**config.mk**
```make
export PLATFORM = sky130hd
export DESIGN_NAME = sram_controller_pwr_fsm
export DESIGN_NICKNAME = d
export VERILOG_FILES = /design/src/rtl/sram_controller_pwr_fsm.sv
export SDC_FILE = /design/constraint.sdc
export NUM_CORES = 1
export LEC_CHECK = 0
export BUFFER_PORTS_ARGS = -buffer_cell sky130_fd_sc_hd__clkbuf_2
export CORE_ASPECT_RATIO = 1.1
export CORE_MARGIN = 5
export CORE_UTILIZATION = 55
export DETAILED_ROUTE_END_ITERATION = 7
export PLACE_DENSITY_LB_ADDON = 0.15
export SLEW_MARGIN = 20
export SYNTH_ARGS = -nofsm -noshare
export SYNTH_HDL_FRONTEND = slang
export SYNTH_SLANG_ARGS = --single-unit
```
**constraint.sdc**
```tcl
create_clock -name clk_ctrl -period 2.1 [get_ports clk_ctrl]
set_input_delay 0.105 -clock clk_ctrl [delete_from_list [all_inputs] [get_ports clk_ctrl]]
set_output_delay 0.105 -clock clk_ctrl [all_outputs]
set_load 0.1 [all_outputs]
```
**src/rtl/sram_controller_pwr_fsm.sv**
```systemverilog
// ---------------------------------------------------------------------------
// sram_controller_pwr_fsm
//
// Power-mode sequencer for the SRAM controller, running in the controller
// clock domain. A save request drains outstanding traffic, then walks the
// SRAM through isolation, retention and periphery power-off. A restore
// request runs the reverse sequence. Completion and drain timeouts are
// reported back to the PMU handshake logic as one-cycle pulses.
//
// Optional build macro: SRAM_PWR_FSM_STATS_EN adds the ret_entry_cnt output,
// a saturating count of retention entries.
//
// Ports:
//   clk_ctrl              in   controller clock
//   reset                 in   asynchronous reset, active-high
//   pwr_save_req_sync     in   synchronized save request (level)
//   pwr_restore_req_sync  in   synchronized restore request (level)
//   ctrl_idle             in   controller has no outstanding transactions
//   req_block             out  stall new host requests
//   sram_iso_en           out  SRAM output isolation enable
//   sram_ret_en           out  SRAM array retention enable
//   sram_pwr_on           out  SRAM periphery power enable
//   pwr_save_ack          out  pulse: retention entered
//   pwr_restore_ack       out  pulse: back in ACTIVE after restore
//   pwr_save_abort        out  pulse: drain timed out
//   pwr_state             out  current state encoding
//   ret_entry_cnt[15:0]   out  retention entry count (SRAM_PWR_FSM_STATS_EN)
// ---------------------------------------------------------------------------
module sram_controller_pwr_fsm #(
    parameter int DRAIN_TIMEOUT    = 64,
    parameter int ISO_SETUP_CYCLES = 4,
    parameter int WAKE_CYCLES      = 16,
    parameter int CNT_W            = 8
) (
    input  logic        clk_ctrl,
    input  logic        reset,
    input  logic        pwr_save_req_sync,
    input  logic        pwr_restore_req_sync,
    input  logic        ctrl_idle,
    output logic        req_block,
    output logic        sram_iso_en,
    output logic        sram_ret_en,
    output logic        sram_pwr_on,
    output logic        pwr_save_ack,
    output logic        pwr_restore_ack,
    output logic        pwr_save_abort,
`ifdef SRAM_PWR_FSM_STATS_EN
    output logic [15:0] ret_entry_cnt,
`endif
    output logic [2:0]  pwr_state
);

    typedef enum logic [2:0] {
        ST_ACTIVE      = 3'd0,
        ST_DRAIN       = 3'd1,
        ST_ISO_SETUP   = 3'd2,
        ST_RETENTION   = 3'd3,
        ST_WAKE        = 3'd4,
        ST_ISO_RELEASE = 3'd5
    } pwr_state_t;

    // Terminal counter values: a phase of N cycles ends when the counter,
    // which starts at 0 on phase entry, reaches N-1.
    localparam logic [CNT_W-1:0] DRAIN_LAST = CNT_W'(DRAIN_TIMEOUT - 1);
    localparam logic [CNT_W-1:0] ISO_LAST   = CNT_W'(ISO_SETUP_CYCLES - 1);
    localparam logic [CNT_W-1:0] WAKE_LAST  = CNT_W'(WAKE_CYCLES - 1);

    pwr_state_t       state_q, state_d;
    logic [CNT_W-1:0] cnt_q, cnt_d;
    logic             save_armed_q, save_armed_d;
    logic             armed_clear;
    logic             req_block_d, iso_d, ret_d, pwr_on_d;
    logic             save_ack_d, restore_ack_d, abort_d;

    // State, counter and all outputs are registered; the combinational block
    // below precomputes their next values so outputs always match pwr_state.
    always_ff @(posedge clk_ctrl or posedge reset) begin
        if (reset) begin
            state_q         <= ST_ACTIVE;
            cnt_q           <= '0;
            save_armed_q    <= 1'b0;
            req_block       <= 1'b0;
            sram_iso_en     <= 1'b0;
            sram_ret_en     <= 1'b0;
            sram_pwr_on     <= 1'b1;
            pwr_save_ack    <= 1'b0;
            pwr_restore_ack <= 1'b0;
            pwr_save_abort  <= 1'b0;
        end else begin
            state_q         <= state_d;
            cnt_q           <= cnt_d;
            save_armed_q    <= save_armed_d;
            req_block       <= req_block_d;
            sram_iso_en     <= iso_d;
            sram_ret_en     <= ret_d;
            sram_pwr_on     <= pwr_on_d;
            pwr_save_ack    <= save_ack_d;
            pwr_restore_ack <= restore_ack_d;
            pwr_save_abort  <= abort_d;
        end
    end

    // Next-state logic. The counter is shared by every timed phase and is
    // cleared on each transition so the next phase starts counting from 0.
    always_comb begin
        state_d       = state_q;
        cnt_d         = cnt_q;
        armed_clear   = 1'b0;
        save_ack_d    = 1'b0;
        restore_ack_d = 1'b0;
        abort_d       = 1'b0;
        case (state_q)
            ST_ACTIVE: begin
                if (pwr_save_req_sync && !pwr_restore_req_sync && save_armed_q) begin
                    state_d = ST_DRAIN;
                    cnt_d   = '0;
                end
            end
            ST_DRAIN: begin
                if (!pwr_save_req_sync || pwr_restore_req_sync) begin
                    state_d = ST_ACTIVE;
                    cnt_d   = '0;
                end else if (ctrl_idle) begin
                    state_d = ST_ISO_SETUP;
                    cnt_d   = '0;
                end else if (cnt_q == DRAIN_LAST) begin
                    state_d     = ST_ACTIVE;
                    cnt_d       = '0;
                    abort_d     = 1'b1;
                    armed_clear = 1'b1;
                end else begin
                    cnt_d = cnt_q + 1'b1;
                end
            end
            ST_ISO_SETUP: begin
                if (cnt_q == ISO_LAST) begin
                    state_d     = ST_RETENTION;
                    cnt_d       = '0;
                    save_ack_d  = 1'b1;
                    armed_clear = 1'b1;
                end else begin
                    cnt_d = cnt_q + 1'b1;
                end
            end
            ST_RETENTION: begin
                if (pwr_restore_req_sync) begin
                    state_d = ST_WAKE;
                    cnt_d   = '0;
                end
            end
            ST_WAKE: begin
                if (cnt_q == WAKE_LAST) begin
                    state_d = ST_ISO_RELEASE;
                    cnt_d   = '0;
                end else begin
                    cnt_d = cnt_q + 1'b1;
                end
            end
            ST_ISO_RELEASE: begin
                if (cnt_q == ISO_LAST) begin
                    state_d       = ST_ACTIVE;
                    cnt_d         = '0;
                    restore_ack_d = 1'b1;
                end else begin
                    cnt_d = cnt_q + 1'b1;
                end
            end
            default: begin
                state_d = ST_ACTIVE;
                cnt_d   = '0;
            end
        endcase

        // A low request re-arms; that observation wins over a same-cycle
        // clear because the request really was released.
        if (!pwr_save_req_sync) begin
            save_armed_d = 1'b1;
        end else if (armed_clear) begin
            save_armed_d = 1'b0;
        end else begin
            save_armed_d = save_armed_q;
        end
    end

    // Output levels are a pure function of the next state, so they land in
    // their registers together with the state itself.
    always_comb begin
        req_block_d = 1'b0;
        iso_d       = 1'b0;
        ret_d       = 1'b0;
        pwr_on_d    = 1'b1;
        case (state_d)
            ST_DRAIN: begin
                req_block_d = 1'b1;
            end
            ST_ISO_SETUP, ST_ISO_RELEASE: begin
                req_block_d = 1'b1;
                iso_d       = 1'b1;
            end
            ST_RETENTION: begin
                req_block_d = 1'b1;
                iso_d       = 1'b1;
                ret_d       = 1'b1;
                pwr_on_d    = 1'b0;
            end
            ST_WAKE: begin
                req_block_d = 1'b1;
                iso_d       = 1'b1;
                ret_d       = 1'b1;
            end
            default: begin
                req_block_d = 1'b0;
            end
        endcase
    end

    assign pwr_state = state_q;

`ifdef SRAM_PWR_FSM_STATS_EN
    // Saturating retention-entry counter, stepping on the same edge that
    // raises pwr_save_ack.
    logic [15:0] ret_cnt_q;

    always_ff @(posedge clk_ctrl or posedge reset) begin
        if (reset) begin
            ret_cnt_q <= '0;
        end else if (save_ack_d && (ret_cnt_q != 16'hFFFF)) begin
            ret_cnt_q <= ret_cnt_q + 16'd1;
        end
    end

    assign ret_entry_cnt = ret_cnt_q;
`endif

endmodule
```
==> flow_summary.toml, run 1 <==
[routing]
drc = 0
dr.pass1.iters = 4
drt_wl_total_microns = 2170
ant_nets = 0
drt-initial-drc-count = 20
wl_per_cell_microns = 14.5
vias = 895
vias_per_cell = 5.97

[power_and_ir_drop]
p_seq_share_pct = 31.5
power_frac_clock_pct = 10.2
p_int_mw = 0.790
sw_frac_of_total_pct = 56.7
leakage_nw = 0.558
p_per_area_nw_per_um2 = 1560
pwr-share-comb_pct = 58.3
ir_drop_mv = 0.902
switching_power_mw = 1.03

[run]
drv_cap = 0

[timing]
timing.slew.headroom_pct = 52.6
finalClockSkew_ns = 0.00731
fin_setup_tns_ns = 0
worst_slew_pin_slew_ns = 0.710
fin_ws_ns = 0.404
slew_viol_final = 0
timing.final.crit_share_pct = 80.7
period_needed_ns = 1.70
hold_slack_ns = 0.0290
finalSetupViolCount = 0
final_hold_viol_count = 0
rsz0062_at_grt = "false"
fmax_mhz = 590

[cts]
clock_latency_ns = 0.30
cts_tree = "yes"
cts_root_buf = "clkbuf_4"
cts.sinks = 19
cts_buffers = 3
cts_htree_levels = 1
cts_setup_buffers = 0
cts_max_path_buffers = 2
cts.clk_slew.worst_paths_ns = 0.11

[global_route]
grt_pass1_wl_microns = 3430
globalRouteOverflowTotal = 0
grt_start_max_net_pins = 20
gr-usage-met3_pct = 2.68
busiest_layer = "met2"
grt_pass1_vias = 771
antenna_found_initial = 0
use_met1_pct = 20.0
use_met2_pct = 24.4
grt_usage_pct = 15.9

[critical_path]
cp_data_required_time_ns = 2.29
reg2regPathDepth = 5
worstSetupEndpointType = "flip-flop"
start_kind = "flip-flop"
criticalPathCategory = "flip-flop to flip-flop"
cp_max_fo = 7
cp.arrival_ns = 1.89

[logic_synthesis]
synth_xor_xnor_area_share_pct = 1.67
synth_top_area_share_pct = 43.1
yosys_warnings = 0
synthAdderAreaFrac_pct = 1.20
synth_area_leaders = "dfrtp_1 (43%), nand2_1 (6.1%), nor2_1 (4.7%), nand3_1 (3.3%), nor3_1 (2.9%)"
synth.area.mux_share_pct = 1.91
ys_seq_area_share_pct = 45.6
syn_area_per_cell_sq_um = 9.18
synth_compound_area_share_pct = 20.1
synth_nets = 120
synth-main-ff-cell = "dfrtp_1"
synth_top_area_cell = "dfrtp_1"
async_flop_share_pct = 100
synth_top_family_by_area = "simple AND/OR/NAND/NOR gates"
synth_area_sq_um = 1050
synth_edf_count = 0
synthCells = 114
synth_common_cells = "dfrtp_1 (18), nand2_1 (17), nor2_1 (13)"
yosysUniqueCellTypes = 39
synthSimpleGateAreaFrac_pct = 27.3
synth_seq_cells = 19
synth.most_common_cell = "dfrtp_1"

[finish]
nets = 139
drive_gt1_share_pct = 22.0
final_cell_area_sq_um = 1170
fillCellCount = 156
diodes = 0
area.growth.synth_to_final_pct = 11.8

[floorplan]
core_area_sq_um = 1800
pin_count = 15
num_rows = 16
start_util_pct = 58.1
die_w_microns = 51.6
die_area_sq_um = 2880
die_h_microns = 55.7

[placement]
place_area_sq_um = 1130
place.gp.congestion = 0.847
port_buffers = 14
hpwlAfterDp_microns = 1590
pre_cts_slack_ns = 0.434

[status]
outcome = "complete, no violations"

[hold_path]
hold_class = "input port to flip-flop"
whs_path_depth = 2
## sequential cells by signal, indices dropped and copies added (netlist names)
name and flops:
cnt_q 8, pwr_state 3, pwr_restore_ack 1, pwr_save_abort 1, pwr_save_ack 1, req_block 1, save_armed_q 1, sram_iso_en 1
sram_pwr_on 1, sram_ret_en 1
## cell families after synthesis
family | after synthesis
muxes | 2
and+or+nand+nor | 57
adders and majority gates | 1
xor gates and xnor gates | 2
AOI/OAI and AO/OA | 28
buffers and inverters | 5
DFF | 19
## timing repair
item / CTS / global route
hold buffers: 1 / 0
gates resized for setup: 0 / 0
hold endpoints to repair: 18 / 0
## metal layers
metal  routed length [microns]  part of all wire (%)  vias to the layer above
li1                          -                     -                      444
met1                      1030                    48                      422
met2                      1010                    46                       23
met3                        70                   3.2                        6
met4                        64                   2.9                        0
met5                         0                     0                        -
## cell type report
type                            count  area [sq um]  share of cell area [%]
Multi-Input combinational cell     90           546                    46.6
Timing Repair Buffer               16          87.6                    7.49
Tap cell                           18          22.5                    1.93
Sequential cell                    19           477                    40.7
Clock buffer                        4          26.3                    2.25
Inverter                            3          11.3                   0.963
## cell usage in the layout, fill, tap and decap left out, drive strengths merged
cell,Yosys,layout
o21ai,8,8
a21o,2,2
o21a,1,1
a22oi,1,1
nor4bb,1,1
a21boi,1,1
mux2i,2,2
buf,2,1
inv,3,3
nor2b,2,2
nand2b,2,2
nor3,6,6
nand4,3,3
nor4,1,1
xor2,2,2
o22a,1,1
nand3b,1,1
clkbuf,0,18
dlygate4sd3,0,1
nand3,7,7
a31oi,3,3
o211ai,1,1
dfstp,1,1
and3,1,1
and2,1,1
a21oi,5,5
a211oi,3,3
ha,1,1
nand2,17,17
o31ai,1,1
nor2,15,15
dfrtp,18,18
a41oi,1,1
## through the flow
stage          std cells  utilization, %  total power, mW
2_1_floorplan        114               -             1.46
3_3_place_gp         145            62.9             1.62
3_5_place_dp         145            62.9             1.64
4_1_cts              150            64.9             1.83
5_1_grt              150            64.9             1.91
6_report             150            64.9             1.83
## power groups by stage
stage	clock, mW	combinational, mW	sequential, mW
after global placement	0	1.05	0.575
after CTS	0.188	1.07	0.572
after floorplan	0	0.516	0.946
after global routing	0.207	1.12	0.586
final	0.186	1.06	0.576
after detailed placement	0	1.06	0.579
## final timing paths
kind	slack, ns	end	start
setup / recovery	0.40	sram_ret_en$_DFF_PP0_	cnt_q[0]$_DFFE_PP0P_
hold / removal	0.03	save_armed_q$_DFFE_PP0P_	pwr_save_req_sync
setup reg to reg	0.40	sram_ret_en$_DFF_PP0_	cnt_q[0]$_DFFE_PP0P_
hold reg to reg	0.54	cnt_q[0]$_DFFE_PP0P_	cnt_q[0]$_DFFE_PP0P_
max in group asynchronous	1.21	pwr_state[2]$_DFF_PP0_	reset
min in group asynchronous	0.44	cnt_q[5]$_DFFE_PP0P_	reset
## worst max-delay path, cell delays in order, from the launching register on
cell and delay, ns:
dfrtp_1 0.44, ha_1 0.26, and3_1 0.25, a41oi_4 0.36, a211oi_2 0.09, a21o_1 0.19
No activity file was read; power rests on OpenSTA's default activity.
==> run 2: changes to the inputs <==
CORE_UTILIZATION = 49   (was 55)
clock period = 1.5 ns   (was 2.1 ns; I/O delays follow)
==> run 2 against run 1 <==
Compared with the run above: the flow now finishes with violations (setup timing); cell count up 24%; clock power increased by 46%; global-route usage is 3.0 points higher; flip-flop and latch count unchanged; utilization increased by 8.6 points; first-iteration DRC count increased by 100%; hold slack worse by 0.0078 ns; critical path type unchanged; critical endpoint unchanged; largest cell class unchanged.
==> flow_summary.toml, run 2 (same netlist as run 1, synthesis figures left out) <==
[routing]
vias_per_cell = 5.73
ant_nets = 0
vias = 1066
wl_per_cell_microns = 15.7
drc = 0
drt_wl_total_microns = 2930
dr.pass1.iters = 6
drt-initial-drc-count = 40

[global_route]
antenna_found_initial = 0
grt_start_max_net_pins = 14
globalRouteOverflowTotal = 0
grt_usage_pct = 18.9
grt_pass1_vias = 1003
grt_pass1_wl_microns = 4370

[finish]
largest_reg_flops = 8
regMostFlops = "cnt_q"
final_cell_mix = "buf_4 (26), nand2_1 (17), dfrtp_1 (15)"
nets = 165
final_common_cell = "buf_4"
area.growth.synth_to_final_pct = 42.1
drive_gt1_share_pct = 45.6
diodes = 0

[timing]
rsz0062_at_grt = "true"
worst_slew_pin_slew_ns = 0.546
fin_ws_ns = -0.0391
period_needed_ns = 1.54
timing.final.crit_share_pct = 103
fin_setup_tns_ns = -0.113
timing.slew.headroom_pct = 63.8
hold_slack_ns = 0.0212
finalClockSkew_ns = 0.00429
finalSetupViolCount = 5
slew_viol_final = 0
final_hold_viol_count = 0
fmax_mhz = 650

[placement]
place.gp.congestion = 0.907
hpwlAfterDp_microns = 1960
port_buffers = 14

[floorplan]
die_area_sq_um = 3160
die_w_microns = 54.1
num_rows = 17
pin_count = 15
die_h_microns = 58.5
core_area_sq_um = 2020
start_util_pct = 51.8

[critical_path]
cp.arrival_ns = 1.75
cp_data_required_time_ns = 1.71
worstSetupEndpointType = "flip-flop"
criticalPathCategory = "flip-flop to flip-flop"
start_kind = "flip-flop"
cp_max_fo = 8

[cts]
cts_root_buf = "clkbuf_4"
clock_latency_ns = 0.30
cts.sinks = 19
cts.clk_slew.worst_paths_ns = 0.12
cts_tree = "yes"
cts_buffers = 3
cts_htree_levels = 1
cts_max_path_buffers = 2

[status]
violations = "setup timing"
outcome = "finished with violations"

[power_and_ir_drop]
total_power_mw = 3.17
p_per_area_nw_per_um2 = 2130
leakage_nw = 0.696
ir_drop_mv = 1.33

[run]
drv_cap = 0

[hold_path]
hold_class = "input port to flip-flop"
run 2: timing repair:
item                                    in CTS  in global routing
hold endpoints to repair                    11                  0
setup buffers                                6                  6
pin swaps                                    5                  6
hold buffers                                 1                  0
resized for setup                            9                 10
endpoints found under the setup margin      10                 14
run 2: where the power goes:
group          switching (mW)  internal (mW)  total (mW)  leakage [nW]
clock network           0.171         0.0995       0.271        0.0177
registers               0.151          0.660       0.811         0.244
logic                    1.36          0.730        2.09         0.434
total                    1.68           1.49        3.17         0.696
run 2: per-layer routing:
layer  wire (microns)  up-vias  track usage (%)  share of wire (%)
met5                0        -                0                  0
met4              112        0             11.7                3.8
met3              176       15             4.05                6.0
met2             1490       49             32.0                 51
met1             1150      504             21.0                 39
li1                 -      498                -                  -
run 2: final timing paths:
kind,slack [ns],cells past startpoint,from,to
setup / recovery,-0.04,6,pwr_state[2]$_DFF_PP0_,sram_ret_en$_DFF_PP0_
hold / removal,0.02,2,pwr_save_req_sync,save_armed_q$_DFFE_PP0P_
setup reg to reg,-0.04,6,pwr_state[2]$_DFF_PP0_,sram_ret_en$_DFF_PP0_
hold reg to reg,0.58,2,save_armed_q$_DFFE_PP0P_,save_armed_q$_DFFE_PP0P_
max in group asynchronous,0.72,4,reset,cnt_q[0]$_DFFE_PP0P_
min in group asynchronous,0.30,3,reset,save_armed_q$_DFFE_PP0P_
run 2: layout make-up:
class / count / area [sq um]
inverters: 3 / 11.3
fillers: 139 / 534
well taps: 28 / 35.0
clock buffers: 3 / 22.5
multi-input cells: 90 / 636
clock inverters: 1 / 5.00
repair buffers: 42 / 289
flip-flops and latches: 19 / 488
run 2: worst max-delay path, cell delays in order, from the launching register on:
cell and delay (ns):
dfrtp_4 0.56, nor2_4 0.16, nand4_4 0.12, a41oi_4 0.22
buf_4 0.17, a211oi_4 0.05, a21o_1 0.16
run 2: stage by stage:
stage	util (%)	area, sq um	instances	worst slack, ns
6_report	73.6	1490	186	-0.0391
3_5_place_dp	64.1	1290	169	-0.0689
2_1_floorplan	-	1090	114	-0.145
5_1_grt	73.6	1490	186	-0.0859
3_3_place_gp	64.1	1290	169	-0.00402
4_1_cts	69.9	1410	180	-0.00569
